File: src/rtl/program_run_monitor.sv
// program_run_monitor: sequences the core's resetl/startpc, watches currentpc for the end address and checks MemtoRegOut.
// Optional trace outputs are enabled by defining RUN_MON_TRACE_EN.
module program_run_monitor #(
    parameter logic [63:0] END_PC       = 64'h34,
    parameter logic [63:0] EXPECTED     = 64'h123456789abcdef0,
    parameter int unsigned RESET_CYCLES = 2,
    parameter int unsigned WDOG_LIMIT   = 16'hFF
) (
    input  logic        CLK,
    input  logic        reset,
    input  logic        start,
    input  logic [63:0] start_pc_in,
    output logic        resetl,
    output logic [63:0] startpc,
    input  logic [63:0] currentpc,
    input  logic [63:0] MemtoRegOut,
    output logic        busy,
    output logic        done,
    output logic        pass,
    output logic        timeout,
    output logic [15:0] cycle_count,
    output logic [63:0] result
`ifdef RUN_MON_TRACE_EN
    ,
    output logic        trace_valid,
    output logic [63:0] trace_pc,
    output logic [63:0] trace_data
`endif
);
    typedef enum logic [2:0] {IDLE, HOLD_RST, RUN, CHECK, DONE} state_t;
    localparam logic [7:0]  HOLD_LAST = 8'(RESET_CYCLES - 1);
    localparam logic [15:0] WDOG_LAST = 16'(WDOG_LIMIT - 1);
    state_t      state, state_n;
    logic [7:0]  hold_cnt, hold_n;
    logic [63:0] startpc_n, result_n;
    logic        pass_n, timeout_n;
    logic [15:0] count_n;
    always_comb begin
        state_n   = state;
        hold_n    = hold_cnt;
        startpc_n = startpc;
        result_n  = result;
        pass_n    = pass;
        timeout_n = timeout;
        count_n   = cycle_count;
        case (state)
            IDLE, DONE: if (start) begin
                state_n   = HOLD_RST;
                startpc_n = start_pc_in;
                hold_n    = 8'd0;
                count_n   = 16'd0;
                result_n  = 64'd0;
                pass_n    = 1'b0;
                timeout_n = 1'b0;
            end
            HOLD_RST: begin
                hold_n  = hold_cnt + 8'd1;
                state_n = (hold_cnt == HOLD_LAST) ? RUN : HOLD_RST;
            end
            RUN: begin
                count_n = cycle_count + 16'(cycle_count != 16'hFFFF);
                // end-PC is tested first so it wins over a coincident watchdog expiry
                if (currentpc >= END_PC) state_n = CHECK;
                else if (cycle_count == WDOG_LAST) begin
                    state_n   = DONE;
                    timeout_n = 1'b1;
                    pass_n    = 1'b0;
                    result_n  = MemtoRegOut;
                end
            end
            CHECK: begin
                state_n  = DONE;
                result_n = MemtoRegOut;
                pass_n   = (MemtoRegOut == EXPECTED);
            end
            default: state_n = IDLE;
        endcase
    end
    always_ff @(posedge CLK) begin
        if (reset) begin
            state       <= IDLE;
            hold_cnt    <= 8'd0;
            resetl      <= 1'b0;
            startpc     <= 64'd0;
            busy        <= 1'b0;
            done        <= 1'b0;
            pass        <= 1'b0;
            timeout     <= 1'b0;
            cycle_count <= 16'd0;
            result      <= 64'd0;
        end else begin
            state       <= state_n;
            hold_cnt    <= hold_n;
            resetl      <= (state_n == RUN) || (state_n == CHECK);
            startpc     <= startpc_n;
            busy        <= (state_n == HOLD_RST) || (state_n == RUN) || (state_n == CHECK);
            done        <= (state_n == DONE);
            pass        <= pass_n;
            timeout     <= timeout_n;
            cycle_count <= count_n;
            result      <= result_n;
        end
    end
`ifdef RUN_MON_TRACE_EN
    always_ff @(posedge CLK) begin
        if (reset) begin
            trace_valid <= 1'b0;
            trace_pc    <= 64'd0;
            trace_data  <= 64'd0;
        end else begin
            trace_valid <= (state == RUN) || (state == CHECK);
            trace_pc    <= currentpc;
            trace_data  <= MemtoRegOut;
        end
    end
`endif
endmodule

File: config.mk
export PLATFORM = sky130hd
export DESIGN_NAME = program_run_monitor
export DESIGN_NICKNAME = d
export VERILOG_FILES = /design/src/rtl/program_run_monitor.sv
export SDC_FILE = /design/constraint.sdc
export NUM_CORES = 1
export LEC_CHECK = 0
export ABC_AREA = 1
export BUFFER_PORTS_ARGS = -buffer_cell sky130_fd_sc_hd__buf_4
export CORE_AREA = 2 2 133 135
export DETAILED_ROUTE_END_ITERATION = 10
export DIE_AREA = 0 0 135 137
export MAX_ROUTING_LAYER = met4
export PLACE_DENSITY = 0.82
export SYNTH_ARGS = -nofsm -noshare
export SYNTH_HDL_FRONTEND = slang
export SYNTH_SLANG_ARGS = --single-unit
File: constraint.sdc
create_clock -name CLK -period 2 [get_ports CLK]
set_input_delay 0.3 -clock CLK [delete_from_list [all_inputs] [get_ports CLK]]
set_output_delay 0.3 -clock CLK [all_outputs]
set_load 0.01 [all_outputs]
==> metrics.cfg <==
[status]
status=finished clean

[die]
chipHeight_um=137
die_area_um2=18500
start_util=0.436
core_um2=17100
chipWidth_um=135
fp-row-count=48
io_pins=344

[clock_network]
clock_path_buffers=2
h-tree-depth=4
cts_tree=yes
cts_buffers=17
root_buffer=clkbuf_16
clock_latency_ns=0.42
clock_sinks=160
clkTransAtPathRegs_ns=0.07
cts_hold_buf=0

[pwr]
powerDensity_nw_per_um2=1310
ir_worst_vdd_mv=1.18
p_leak_nw=5.71

[logic_synthesis]
ys_seq_area_frac=0.431
avgSynthCellArea_um2=6.37
syn_area_um2=7440
ys_warn_count=0
synth_fp_nets=1366
synthCells=1167
synth_seq_cells=160
synthDistinctLibCells=30

[critical_path]
critical_path.cell_chain=inv_1 -> nand3_2 -> inv_4 -> nand3_1 -> nand2_2 -> nand3_4 -> buf_16 -> nand2_1 -> nand2_1 -> nor2_1
startpoint_type=flop
critPathTopFamily=simple AND/OR/NAND/NOR gates
crit_buf_inv=3
critical_path_class=reg2reg
cpPeakStageDelay_ns=0.32
cpMostUsedCell=nand2_1
cp_slowest_cell=dfxtp_1
critPathArrivalTime_ns=2.20
critPathRequiredTime_ns=2.35
critPathMaxFanout=99
worstSetupEndpointType=flop

[placement]
hpwl_um=17600
placed_cell_area_um2=10500
routabilityCongestion=0.927
dp_cells=1726
dp_slack_ns=0.0663
port_buffers=341

[final_layout]
final_util=0.657
fin_cells=1759
final_cell_mix=buf_4 (383), nor2_1 (333), nand2_1 (233)
area_growth_pct=50.6
mostFrequentLayoutCell=buf_4
final_area_um2=11200
drive_gt1_frac=0.295
fin_nets=1720
insertedDiodeCount=0

[hold_path]
hold_path_class=in2reg

[timing]
maxSlewViolCount=0
fin_tns_setup_ns=0
fin_worst_skew_ns=0.0106
timing.final.crit_share=0.925
rsz0062_at_grt=true
finalSetupViolCount=0
timing.fmax_mhz=540
fin_crit_ns=1.85
setup_slack_ns=0.150
tightest_slew_ns=0.551
slew_headroom=0.632
hold_violations=0

[detailed_routing]
detail_route.wl_per_cell_um=13.5
drc=0
finalWirelength_um=23800
drt.antenna.violating_nets=0
dr_total_vias=8397
via_per_inst=4.77
firstDrtPassIters=5
first_iter_violations=602

[global_route]
grtUsageMet1=0.309
grt_max_degree=100
grt_remaining_overflow=0
grt_pass1_wl_um=36700
grt_pass1_vias=7859
grt_usage=0.255
met3_usage=0.0530
antenna_found_initial=0
grt_use_met2=0.424
grt_busiest_layer=met2

[flow_run]
maxCapViolCount=0

-- final cells by class --
| class | count | area, um2 |
|---|---|---|
| timing repair buffer | 392 | 3050 |
| clock inverter | 15 | 146 |
| sequential | 160 | 3200 |
| fill | 1537 | 5850 |
| inverter | 167 | 631 |
| tap | 225 | 282 |
| clock buffer | 17 | 425 |
| multi-input combinational | 783 | 3460 |
-- through the flow --
step | total power, W | hold WS (ns)
3_5_place_dp | 0.0115 | 0.443
4_1_cts | 0.0147 | 0.112
6_report | 0.0147 | 0.131
5_1_grt | 0.0159 | 0.122
3_3_place_gp | 0.0113 | 0.439
2_1_floorplan | 0.00891 | 0.378
-- worst min-delay path: cells and delay by family --
kind / cells / cell delay (ns)
AO/OA/AOI/OAI: 1 / 0.07
buffers and inverters: 1 / 0.07
AND/OR/NAND/NOR: 1 / 0.07
-- report_power, final --
part           total, W  leakage [nW]  internal (W)  switching (W)
Combinational   0.00705          4.11       0.00287        0.00418
Clock           0.00318         0.282       0.00175        0.00142
Sequential      0.00444          1.32       0.00402       0.000422
Total            0.0147          5.71       0.00865        0.00602
-- sequential cells by signal, summed over array words and instances (netlist names) --
name	cells
busy	1
startpc	64
pass	1
state	3
cycle_count	16
hold_cnt	8
timeout	1
done	1
resetl	1
result	64
-- Yosys cell counts (all sizes together) --
cell	instances	area share
nand3	22	0.017
a211oi	8	0.0081
o22ai	1	0.00084
nor2	337	0.17
nand2	240	0.12
nor4	2	0.0017
buf	27	0.019
nand4	42	0.035
o211a	1	0.0013
a31oi	2	0.0017
or2	2	0.0017
nand3b	1	0.0010
dfxtp	160	0.43
inv	167	0.084
a311oi	1	0.0012
o31ai	1	0.0010
o21ai	74	0.050
a22oi	3	0.0030
clkbuf	30	0.015
a21oi	21	0.014
a221oi	1	0.0012
ha	4	0.0067
nor3	20	0.013
-- cells by family after synthesis --
logic type / count (synthesis) / synth area share
and+or+nand+nor: 666 / 0.362
buffers and inverters: 224 / 0.119
DFF: 160 / 0.431
AOI/OAI and AO/OA: 113 / 0.0823
adders and majority gates: 4 / 0.00673
-- worst paths after layout --
path / from / cells after the start / slack, ns / end
setup / recovery: state[0] / 10 / 0.15 / result[51]
hold / removal: start_pc_in[7] / 3 / 0.13 / startpc[7]
hold reg to reg: timeout / 2 / 0.45 / timeout
setup reg to reg: state[0] / 10 / 0.15 / result[51]
-- routing by layer --
| metal | wire length (um) | vias to the layer above | share of wire |
|---|---|---|---|
| li1 | - | 4288 | - |
| met1 | 9930 | 3738 | 0.42 |
| met2 | 11500 | 334 | 0.48 |
| met3 | 1960 | 37 | 0.082 |
| met4 | 476 | 0 | 0.020 |
| met5 | 0 | - | 0 |
-- timing repair --
item | in CTS | in global routing
setup buffers | 0 | 1
endpoints found under the setup margin | 1 | 70
gates resized for setup | 1 | 27
pin swaps | 0 | 6
cloned | 0 | 0
Note: power is estimated with default switching activity, not from simulation.
